### src/rtl/fifo_stream_reader.sv
// Read-side drain engine: pops the FIFO, absorbs its 1-cycle read latency and
// presents a valid/ready stream through a 2-entry skid buffer.
// Optional pop counter output enabled by defining FIFO_READER_COUNT_EN.
module fifo_stream_reader #(
  parameter int BITS     = 32,
  parameter int CNT_BITS = 32
) (
  input  logic                rd_clk,
  input  logic                rd_rst_n,
  input  logic                enable,
  output logic                fifo_rd_en,
  input  logic [BITS-1:0]     fifo_rd_data,
  input  logic                fifo_rd_empty,
  output logic                m_valid,
  input  logic                m_ready,
  output logic [BITS-1:0]     m_data
`ifdef FIFO_READER_COUNT_EN
  ,
  output logic [CNT_BITS-1:0] pop_count
`endif
);

  if (BITS < 1 || CNT_BITS < 1) begin : g_param_check
    $error("fifo_stream_reader: BITS and CNT_BITS must be at least 1");
  end

  typedef enum logic [1:0] {
    EMPTY = 2'd0,
    ONE   = 2'd1,
    FULL  = 2'd2
  } occ_t;

  occ_t            occ;
  occ_t            occ_next;
  logic            inflight;
  logic [BITS-1:0] tail_q;
  logic            drain;
  logic [2:0]      credit_used;
  logic [1:0]      slot_after_drain;

  assign drain            = m_valid && m_ready;
  assign credit_used      = {1'b0, occ} + {2'b00, inflight} - {2'b00, drain};
  assign slot_after_drain = occ - {1'b0, drain};

  // The m_ready term lets a draining buffer re-issue a pop in the same cycle.
  assign fifo_rd_en = rd_rst_n && enable && !fifo_rd_empty && (credit_used < 3'd2);

  always_comb begin
    occ_next = occ;
    case ({inflight, drain})
      2'b10:   occ_next = occ_t'(occ + 2'd1);
      2'b01:   occ_next = occ_t'(occ - 2'd1);
      default: occ_next = occ;
    endcase
  end

  // m_data is the head slot; tail_q only holds a word while occ is FULL.
  always_ff @(posedge rd_clk or negedge rd_rst_n) begin
    if (!rd_rst_n) begin
      occ      <= EMPTY;
      inflight <= 1'b0;
      m_valid  <= 1'b0;
      m_data   <= '0;
      tail_q   <= '0;
    end else begin
      inflight <= fifo_rd_en;
      occ      <= occ_next;
      m_valid  <= (occ_next != EMPTY);
      if (drain && occ == FULL) begin
        m_data <= tail_q;
      end
      if (inflight) begin
        if (slot_after_drain == 2'd0) begin
          m_data <= fifo_rd_data;
        end else begin
          tail_q <= fifo_rd_data;
        end
      end
    end
  end

`ifdef FIFO_READER_COUNT_EN
  always_ff @(posedge rd_clk or negedge rd_rst_n) begin
    if (!rd_rst_n) begin
      pop_count <= '0;
    end else if (fifo_rd_en) begin
      pop_count <= pop_count + 1'b1;
    end
  end
`endif

endmodule

### config.mk
export PLATFORM = sky130hd
export DESIGN_NAME = fifo_stream_reader
export DESIGN_NICKNAME = d
export VERILOG_FILES = /design/src/rtl/fifo_stream_reader.sv
export SDC_FILE = /design/constraint.sdc
export NUM_CORES = 1
export LEC_CHECK = 0
export ABC_CLOCK_PERIOD_IN_PS = 2300
export CELL_PAD_IN_SITES_DETAIL_PLACEMENT = 0
export CELL_PAD_IN_SITES_GLOBAL_PLACEMENT = 1
export CORE_ASPECT_RATIO = 1.75
export CORE_UTILIZATION = 35
export DETAILED_ROUTE_END_ITERATION = 12
export GPL_ROUTABILITY_DRIVEN = 1
export HOLD_SLACK_MARGIN = 0.03
export PLACE_DENSITY = 0.79
export SLEW_MARGIN = 0
export SYNTH_ARGS = -nofsm -noshare
export SYNTH_HDL_FRONTEND = slang
export SYNTH_SLANG_ARGS = --single-unit
### constraint.sdc
create_clock -name rd_clk -period 2.3 [get_ports rd_clk]
set_input_delay 0.23 -clock rd_clk [delete_from_list [all_inputs] [get_ports rd_clk]]
set_output_delay 0.23 -clock rd_clk [all_outputs]
set_load 0.005 [all_outputs]
-- Word level (Yosys, flattened, before mapping)
Index checks and enable logic that the tools add are counted.
- $add $sub $neg: 5
- div/mod/pow operators: 0
- multiplexer cells: 4
- bitwise gates (word level): 1
- multipliers: 0
- shift-type cells: 0
- reductions and logical operators: 9
- equal/unequal tests: 3
- order comparisons: 1
- operators with widths (operator ; count):
    $mux 32 ; 3
    $logic_and 1x1->1 ; 5
    $eq 2x2->1 const B ; 2
    $pmux 2 s2 ; 1
    $add 2x1->3 ; 1
    $lt 3x2->1 const B ; 1
    $sub 3x1->3 ; 1
    $add 2x1->2 const B ; 1
    $eq 2x1->1 const B ; 1
    $logic_not 2->1 ; 1
    $reduce_and 2->1 ; 1
    $reduce_bool 2->1 ; 1
    $sub 2x1->2 ; 1
    $sub 2x1->2 const B ; 1
    $logic_not 1->1 ; 1
    $not 1->1 ; 1
- logic and storage cells: 28
- output and inout port bits: 34
- memories kept: 0
- memory bits (read-only): 0
- bits in registers: 68
- memory bits (writable): 0
- latch bits: 0
- input bits: 37

-- Logic depth before layout (Yosys ltp)
Gate-level depths: netlist (run 1).
- depth in word-level cells: 5
- mapped depth: 8
- depth with buffers taken out: 8

-- Worst setup path before layout (run 1)
No wires, ideal clock.
- kind: reg-to-output
- start point: register m_valid
- end point: output port fifo_rd_en
- slack: 400 ps
- required time: 2070 ps
- path buffers: 0
- stages on the path, launching flop included: 9
- arrival time: 1670 ps
- path through: dfrtp_1 nand3b_1 inv_1 or2_2 ha_1 inv_1 fa_1 nand4b_1 nor2_1
- longest elaborated chain between the ends: 4
- ends and longest elaborated chain (what ; line ; text):
    start: declaration ; 14 ; output logic m_valid,
    start signal: assignment ; 68 ; m_valid <= (occ_next != EMPTY);
    $logic_and 1x1->1 ; 41 ; assign drain = m_valid && m_ready;
    $sub 3x1->3 ; 42 ; assign credit_used = {1'b0, occ} + {2'b00, inflight} - {2'b00, drain};
    $lt 3x2->1 ; 46 ; assign fifo_rd_en = rd_rst_n && enable && !fifo_rd_empty && (credit_used < 3'd2);
    $logic_and 1x1->1 ; 46 ;
    end: declaration ; 11 ; output logic fifo_rd_en,
No other way between the ends.

-- Worst setup path after layout (run 1)
- start point: register inflight
- end point: output port fifo_rd_en
- longest elaborated chain between the ends: 4
- ends and longest elaborated chain (what ; line ; text):
    start: declaration ; 35 ; logic inflight;
    start signal: assignment ; 66 ; inflight <= fifo_rd_en;
    $add 2x1->3 ; 42 ;
    $sub 3x1->3 ; 42 ;
    $lt 3x2->1 ; 46 ;
    $logic_and 1x1->1 ; 46 ;
No other way between the ends.

==> summary.md, run 1 <==
| Metric | Value |
|---|---|
| Static Leakage | 2.09 nW |
| Largest area contributor in the netlist | dfrtp_1 |
| CTS Sinks | 68 |
| CTS clk-pin slew, worst paths | 50 ps |
| Combinational share of power | 0.395 |
| Row count | 45 |
| Synth Register Bits | 68 |
| Via Count | 1,908 |
| IO buf count | 70 |
| Peak VDD IR | between 0.0006 and 0.0007 V |
| Clk_lat worst skew | 330 ps |
| Hold Path Class | in2async |
| Slew Viols, Final | 0 |
| Routed length per instance | 15.4 um |
| Drt total wl | 6350 um |
| Clk root buf | clkbuf_16 |
| Largest net degree at the start of global routing | a little under 70 |
| Drt via density | approximately 4.6 |
| Crit path max fanout | 3 |
| Buf/Inv on CP | 3 |
| Pwr Total | approximately 5.7 mW |
| RSZ-0062 raised after global routing | true |
| Initial Util | 0.361 |
| Detailed placement HPWL | between 4000 and 5000 um |
| Routability congestion estimate | 0.750 |
| Pwr dens | 1270 mW/mm2 |
| Worst Setup Slack, final | -81.9 ps |
| Switch Pwr | 1.43 mW |
| Clk pwr share | 0.240 |
| Ports | 71 |
| Diode count | 0 |
| Final std cells w/o fill | 411 |
| Gr usage total | 0.153 |
| Initial DRC Count | just under 90 |
| Hold Fails Final Rpt | 0 |
| Vias in the first global route | 2,057 |
| Main area contributors after synthesis | dfrtp_1 (54%), mux2_2 (24%), mux2_4 (14%) |
| Total CTS buffers | 9 |
| Synth unique cells | 21 |
| Top cell type's share of synthesized area | 0.544 |
| Largest delay contributor family on the critical path | adder cells |
| Setup TNS | -81.9 ps |
| Final Cycle Share | 1.04 |
| Share of layout cells above drive strength 1 | 0.483 |
| CP required | between 2000 and 2500 ps |
| Arr. time, crit path | roughly 2200 ps |
| Die Width | roughly 73 um |
| Die height | 127 um |
| FMAX | approximately 420 MHz |
| Slew Limit Headroom | 0.413 |
| Sw Ratio | 0.251 |
| Sequential Power Share | 0.365 |
| Syn Inst Count | approximately 200 |
| Critical path class | reg2out |
| Initial antenna violation count | 0 |
| First-pass GRT wire length | 10,400 um |
| Synth Net Count | 236 |
| H-tree depth | 3 |
| Slowest Stage Delay on Critical Path | 480 ps |
| P&R area growth vs syn | 43.6% |
| Worst-Margin Slew | slightly below 900 ps |
| CORE AREA | 0.00867 mm2 |
| Max Buffers Root-to-Sink | 2 |
| Gr ovfl total | 0 |
| Slowest CP cell | fa_1 |
| Startpoint Class | register |
| Failing checks | negative setup slack |
| Drt drc | 0 |
| Detail Route Antenna Nets | 0 |
| Placed cells | 386 |
| Max Cap Viol | 0 |
| TritonRoute pass-1 iters | 4 |
| Yosys warns | 0 |
| Status | finished with violations |
| Int Power | 4.26 mW |
| Die area | 0.00934 mm2 |
| CP Cell Sequence | nand3b_1 -> inv_1 -> or2_4 -> ha_4 -> inv_2 -> fa_1 -> nand4b_1 -> nor2_1 -> buf_2 |
| Sequential area share after synthesis | 0.544 |
| CTS tree | done |
| # fillers | 782 |
| Synthesized area per cell | 16.0 um2 |
| Synthesized cell area | 0.00313 mm2 |
| Clk_skew | 4.78 ps |
| Final setup vio count | 1 |
| Hold_buf cts | 0 |
| Fin crit period | 2380 ps |
| Crit. End Element | output pin |
| Net count, final | 329 |
[synthesized netlist by cell type (all sizes together)]
cell	n
nand3b	1
clkbuf	3
or2	1
a21boi	1
inv	4
dfrtp	68
nand4b	2
fa	1
a211oi	1
o21ai	3
nor2	1
buf	7
mux2	96
o211ai	1
or3b	1
ha	2
xor2	2
and4b	1
[logic make-up after synthesis]
kind of cell / after synthesis / share of synthesized area
AO/OA/AOI/OAI: 6 / 0.0120
adder cells (fa/ha/maj): 3 / 0.0144
buffers and inverters: 14 / 0.0256
flip-flops: 68 / 0.544
XOR/XNOR: 2 / 0.00560
multiplexers: 96 / 0.381
AND/OR/NAND/NOR: 7 / 0.0172
[registers in the layout (all words and copies together), names as in the netlist]
signal / flops
occ: 2
inflight: 1
m_valid: 1
tail_q: 32
m_data: 32
[area by class of cell]
class | count | area (um2) | share of cell area
clock buffers | 15 | 268 | 0.0596
flip-flops and latches | 68 | 1700 | 0.379
clock inverters | 1 | 30.0 | 0.00668
inverters | 4 | 15.0 | 0.00334
multi-input cells | 114 | 1400 | 0.312
well taps | 117 | 146 | 0.0326
repair buffers | 92 | 931 | 0.207
[metal layers]
metal / GRT usage / up-vias / wire length [um]
li1: - / 884 / -
met1: 0.175 / 976 / 2550
met2: 0.255 / 39 / 3440
met3: 0.0379 / 9 / 212
met4: 0.0871 / 0 / 146
met5: 0 / - / 0
[final timing paths]
check | start | end | slack, ps | depth (start not counted)
max | inflight$_DFF_PN0_ | fifo_rd_en | -80 | 9
min | rd_rst_n | m_data[25]$_DFF_PN0_ | 140 | 2
max reg2reg | inflight$_DFF_PN0_ | m_valid$_DFF_PN0_ | 90 | 12
min reg2reg | tail_q[20]$_DFFE_PN0P_ | tail_q[20]$_DFFE_PN0P_ | 500 | 1
max in group asynchronous | rd_rst_n | inflight$_DFF_PN0_ | 1550 | 2
min in group rd_clk | rd_rst_n | inflight$_DFF_PN0_ | 210 | 3
[stage by stage]
step / worst slack [ps] / area [um2] / hold slack [ps] / util
final: -81.9 / 4490 / 136 / 0.518
after global routing: -198 / 4490 / 219 / 0.518
after CTS: -76.0 / 4480 / 181 / 0.517
after detailed placement: -417 / 4090 / 492 / 0.472
after global placement: -349 / 4090 / 486 / 0.472
after floorplan: 400 / 3130 / -65.6 / -
[power groups by stage]
stage | sequential (mW) | combinational [mW] | clock (mW)
after CTS | 2.07 | 2.24 | 1.41
after global placement | 2.06 | 2.07 | 0
after floorplan | 2.03 | 1.23 | 0
after global routing | 2.13 | 2.44 | 1.46
final | 2.08 | 2.25 | 1.37
after detailed placement | 2.09 | 2.13 | 0
[repair_timing]
action                     CTS  global route
gates resized for setup     13             3
pin swaps                    5             6
setup endpoints to repair    1             3
setup buffers               10             2
cloned                       0             0
[placed cells by master, fill, tap and decap left out, drive strengths merged]
cell           instances
or3b                   1
and4b                  1
o21ai                  3
nand4b                 2
xor2                   2
dfrtp                 68
nand3b                 1
clkdlybuf4s50         68
inv                    4
clkbuf                15
bufinv                 1
fa                     1
a211oi                 1
mux2                  96
or2                    1
nor2                   1
o211ai                 1
ha                     2
a21boi                 1
buf                   24
No activity file was read; power rests on OpenSTA's default activity.
==> inputs of run 2 (changes only) <==
--- a/config.mk
+++ b/config.mk
@@ -14,6 +14,7 @@
 export GPL_ROUTABILITY_DRIVEN = 1
 export HOLD_SLACK_MARGIN = 0.03
 export PLACE_DENSITY = 0.79
+export REMOVE_ABC_BUFFERS = 1
 export SLEW_MARGIN = 0
 export SYNTH_ARGS = -nofsm -noshare
 export SYNTH_HDL_FRONTEND = slang
==> run 2 against run 1 <==
Critical path type unchanged. Via count down 1.7%. The flow still finishes with violations (negative setup slack). Combinational power is 5% lower. Count of clock-buffer cells in the layout down 2. Flip-flop and latch count unchanged. Wire length fell by 0.47%. Register-to-register slack gained 260 ps. Final cell count down 1.5%. Hold slack worse by 2.3 ps. Non-clock buffer count shrank 5.
==> summary.md, run 2 (same netlist as run 1, synthesis figures left out) <==
| Metric | Value |
|---|---|
| Drt drc | 0 |
| Reg2Reg Launch Point | occ[0]$_DFF_PN0_ |
| First-pass GRT wire length | 9890 um |
| R2R Setup Slk | 350 ps |
| RSZ-0062 raised after global routing | true |
| Ports | 71 |
| P&R area growth vs syn | 39.5% |
| Diode count | 0 |
| Slew Viols, Final | 0 |
| Pwr dens | 1250 mW/mm2 |
| M1 GR Usage | 0.170 |
| Clk root buf | clkbuf_16 |
| Pwr Total | between 5 and 6 mW |
| Die height | approximately 130 um |
| Die area | 0.00934 mm2 |
| Final Cycle Share | 1.03 |
| Hold Fails Final Rpt | 0 |
| Initial DRC Count | 58 |
| Critical path class | reg2out |
| Seq. cell area | between 0.0015 and 0.002 mm2 |
| Total CTS buffers | 9 |
| CTS Sinks | approximately 70 |
| Max Buffers Root-to-Sink | 2 |
| Worst-Margin Slew | about 870 ps |
| CTS tree | done |
| Final setup vio count | 1 |
| Share of layout cells above drive strength 1 | 0.469 |
| CORE AREA | 0.00867 mm2 |
| Slew Limit Headroom | 0.419 |
| FMAX | 422 MHz |
| Top flop regs | m_data x32, tail_q x32, occ x2 |
| CTS clk-pin slew, worst paths | about 50 ps |
| Met2 Track Usage GR | 0.241 |
| Hold_buf cts | 0 |
| Row count | 45 |
| Net count, final | 324 |
| FF-to-FF End | tail_q[19]$_DFFE_PN0P_ |
| Register-to-Register Path Depth | 4 |
| Static Leakage | 2.04 nW |
| Status | finished with violations |
| Final std cells w/o fill | 405 |
| Worst Setup Slack, final | -71.0 ps |
| Vias in the first global route | 1,967 |
| Peak VDD IR | 0.000646 V |
| Failing checks | negative setup slack |
| Initial antenna violation count | 0 |
| Max Cap Viol | 0 |
| Fin crit period | approximately 2400 ps |
| Detailed placement HPWL | 4170 um |
| Detail Route Antenna Nets | 0 |
| Drt via density | 4.63 |
| Startpoint Class | register |
| Most frequent cells in the layout | dfrtp_1 (68), clkdlybuf4s50_1 (68), mux2_2 (66), mux2_4 (30), buf_4 (14) |
| Placed cells | between 300 and 400 |
| Drt total wl | 6320 um |
| GRT met3 Usage | 0.0497 |
| Crit. End Element | output pin |
| Clk_skew | 4.00 ps |
| CP required | 2070 ps |
| IO buf count | 70 |
| Arr. time, crit path | ~2100 ps |
| Routability congestion estimate | 0.716 |
| TritonRoute pass-1 iters | 4 |
| Gr ovfl total | 0 |
| Clk_lat worst skew | 320 ps |
| Crit path max fanout | 3 |
| # fillers | 807 |
| Die Width | 73.5 um |
| Gr usage total | 0.147 |
| Initial Util | 0.361 |
| Setup TNS | -71.0 ps |
| H-tree depth | 3 |
| GRT busiest layer | met2 |
| Largest net degree at the start of global routing | 69 |
| Multi-input logic area | 0.00138 mm2 |
| Via Count | 1,875 |
| Hold Path Class | in2async |
| Routed length per instance | 15.6 um |
run 2: critical path: stages (launching register included):
cell      delay, ps
dfrtp_1         400
nand3b_1        210
inv_2            80
or2_4           120
ha_4            120
inv_2            30
fa_1            490
nand4b_1        110
nor2_2          140
buf_2           120
run 2: worst max path at each step:
stage | startpoint | to | slack, ps
CTS | inflight$_DFF_PN0_ | fifo_rd_en | -80
floorplan | occ[1]$_DFF_PN0_ | m_data[0]$_DFF_PN0_ | -350
global placement | m_ready | fifo_rd_en | -310
global route | inflight$_DFF_PN0_ | fifo_rd_en | -220
detailed placement | m_ready | fifo_rd_en | -430
finish | inflight$_DFF_PN0_ | fifo_rd_en | -70
run 2: through the flow:
| step | cell area, um2 | hold WS, ps | setup WS (ps) | util |
|---|---|---|---|---|
| after global placement | 4050 | 485 | -311 | 0.467 |
| final | 4370 | 134 | -71.0 | 0.503 |
| after CTS | 4340 | 175 | -82.8 | 0.500 |
| after global routing | 4370 | 213 | -223 | 0.503 |
| after floorplan | 3060 | -65.6 | -351 | - |
| after detailed placement | 4050 | 492 | -426 | 0.467 |
run 2: metal layers:
layer  wire length (um)  share of wire  vias to the layer above
li1                   -              -                      878
met1               2500           0.40                      957
met2               3500           0.55                       35
met3                224          0.035                        5
met4                 88          0.014                        0
met5                  0              0                        -
run 2: timing repair:
| item | 4_1_cts | 5_1_grt |
|---|---|---|
| setup endpoints to repair | 1 | 1 |
| gates resized for setup | 6 | 5 |
| pin swaps | 4 | 4 |
| setup buffers | 3 | 2 |
run 2: cell type report:
cell class | instances | share of cell area
multi-input combinational | 114 | 0.315
clock buffer | 13 | 0.0596
inverter | 4 | 0.00344
clock inverter | 2 | 0.00229
tap | 117 | 0.0335
sequential | 68 | 0.390
timing repair buffer | 87 | 0.196
run 2: where the power goes:
| part | switching [mW] | internal [mW] |
|---|---|---|
| clock network | 0.453 | 0.778 |
| registers | 0.322 | 1.76 |
| logic | 0.604 | 1.53 |
| total | 1.38 | 4.06 |
==> inputs of run 3 (changes only) <==
--- a/config.mk
+++ b/config.mk
@@ -9,7 +9,9 @@
 export CELL_PAD_IN_SITES_DETAIL_PLACEMENT = 0
 export CELL_PAD_IN_SITES_GLOBAL_PLACEMENT = 1
 export CORE_ASPECT_RATIO = 1.75
+export CORE_MARGIN = 4
 export CORE_UTILIZATION = 35
+export CTS_BUF_LIST = sky130_fd_sc_hd__clkbuf_8 sky130_fd_sc_hd__clkbuf_16
 export DETAILED_ROUTE_END_ITERATION = 12
 export GPL_ROUTABILITY_DRIVEN = 1
 export HOLD_SLACK_MARGIN = 0.03
==> run 3 against run 2 <==
The flow still finishes with violations (negative setup slack). Hold slack better by 16 ps. Flip-flop and latch count stayed put. Count of clock-buffer cells in the layout down 4. Sequential share of layout area rose by 0.30 points. Clock power rose by 6%. Worst setup slack better by 44 ps. Fmax up 1.9%. Final cell count decreased by 0.49%. Clock skew increased by 1.0 ps. Total power increased by 0.54%. Via count up 0.11%. Largest cell class unchanged.
==> summary.md, run 3 (same netlist as run 1, synthesis figures left out) <==
| Metric | Value |
|---|---|
| Critical path class | reg2out |
| Register-to-Register Path Depth | 5 |
| Drt total wl | between 6000 and 7000 um |
| Peak VDD IR | 0.000584 V |
| Reg2Reg Launch Point | m_valid$_DFF_PN0_ |
| Status | finished with violations |
| Clk_skew | slightly above 5 ps |
| H-tree depth | 3 |
| Drt drc | 0 |
| Slew Limit Headroom | 0.329 |
| TritonRoute pass-1 iters | 4 |
| Hold WS | 150 ps |
| Routed length per instance | 16.3 um |
| Via Count | about 1,900 |
| Crit path to | fifo_rd_en |
| Die area | about 0.011 mm2 |
| CORE AREA | 0.00873 mm2 |
| Routability congestion estimate | between 0.6 and 0.7 |
| Diode count | 0 |
| Pwr Total | 5.47 mW |
| Setup TNS | -27.2 ps |
| Arr. time, crit path | 2100 ps |
| Failing checks | negative setup slack |
| R2R Setup Slk | 90 ps |
| Design Area, Final | 0.00433 mm2 |
| Drt via density | 4.66 |
| Top flop regs | m_data x32, tail_q x32, occ x2 |
| Worst Setup Slack, final | -27.2 ps |
| Slew Viols, Final | 0 |
| Post-DP Area | 0.00402 mm2 |
| Clk root buf | clkbuf_16 |
| FMAX | 430 MHz |
| Crit path max fanout | 3 |
| P&R area growth vs syn | 38.4% |
| Crit. End Element | output pin |
| Pwr dens | 1260 mW/mm2 |
| Final setup vio count | 1 |
| M1 GR Usage | 0.138 |
| Net count, final | approximately 320 |
| Initial DRC Count | 37 |
| Placed cells | 383 |
| FF-to-FF End | tail_q[19]$_DFFE_PN0P_ |
| Met2 Track Usage GR | 0.234 |
| Final std cells w/o fill | 403 |
| Die height | 133 um |
| Static Leakage | 2.02 nW |
| Initial Util | 0.359 |
| Detailed placement HPWL | approximately 4200 um |
| Ports | 71 |
| GRT met3 Usage | 0.0361 |
| CTS clk-pin slew, worst paths | 60 ps |
| Layout Utilization | 0.496 |
| Die Width | 79.5 um |
| Gr ovfl total | 0 |
| Final Cycle Share | 1.01 |
| Hold Path Class | in2async |
| # fillers | just under 800 |
| Total CTS buffers | 9 |
| CP required | between 2000 and 2500 ps |
| Max Cap Viol | 0 |
| Most frequent cells in the layout | dfrtp_1 (68), clkdlybuf4s50_1 (68), mux2_2 (66), mux2_4 (30), buf_4 (11) |
| Vias in the first global route | 2,099 |
| RSZ-0062 raised after global routing | true |
| First-pass GRT wire length | between 10,000 and 15,000 um |
| Clk_lat worst skew | ~330 ps |
| Worst-Margin Slew | 1010 ps |
| Startpoint Class | register |
| Max Buffers Root-to-Sink | 2 |
| Fin crit period | 2330 ps |
| Gr usage total | 0.131 |
| CTS tree | done |
| CTS Sinks | 68 |
| Hold Fails Final Rpt | 0 |
| Row count | 45 |
| Initial antenna violation count | 0 |
| Critical path startpoint | inflight$_DFF_PN0_ |
| Largest net degree at the start of global routing | 69 |
| IO buf count | 70 |
| Place WS | -400 ps |
| Detail Route Antenna Nets | 0 |
| GRT busiest layer | met2 |
| Share of layout cells above drive strength 1 | 0.455 |
-- run 3: timing repair --
item / 4_1_cts / 5_1_grt
cloned: 0 / 1
hold buffers: 0 / 0
resized for setup: 6 / 1
setup endpoints to repair: 1 / 33
hold endpoints to repair: 0 / 0
pin swaps: 1 / 2
setup buffers: 2 / 1
-- run 3: layout make-up --
| type | instances | area, um2 | share of cell area |
|---|---|---|---|
| clock buffer | 9 | 225 | 0.0520 |
| tap | 117 | 146 | 0.0338 |
| sequential | 68 | 1700 | 0.393 |
| timing repair buffer | 83 | 813 | 0.188 |
| multi-input combinational | 115 | 1370 | 0.316 |
| clock inverter | 7 | 60.1 | 0.0139 |
| inverter | 4 | 15.0 | 0.00347 |
-- run 3: worst min-delay path by stage --
stage	start	end	slack, ps
after floorplan	rd_rst_n	inflight$_DFF_PN0_	-70
after global placement	tail_q[20]$_DFFE_PN0P_	tail_q[20]$_DFFE_PN0P_	490
after detailed placement	tail_q[20]$_DFFE_PN0P_	tail_q[20]$_DFFE_PN0P_	490
after CTS	rd_rst_n	m_data[25]$_DFF_PN0_	210
after global routing	rd_rst_n	inflight$_DFF_PN0_	220
final	rd_rst_n	m_data[20]$_DFF_PN0_	150
-- run 3: layer usage --
metal  wire [um]  share of wire  vias up
met5           0              0        -
met4         130          0.020        0
met3         259          0.040        7
met2        3730           0.57       37
met1        2430           0.37      958
li1            -              -      875
-- run 3: critical path, stage by stage (launching register included) --
cell,delay (ps)
dfrtp_1,390
nand3b_1,200
inv_2,80
or2_4,110
ha_1,130
inv_1,40
fa_1,470
nand4b_1,80
nor2_1,130
buf_2,130
-- run 3: report_power, final --
group	switching, mW	internal (mW)
Clock	0.479	0.824
Combinational	0.602	1.50
Sequential	0.312	1.76
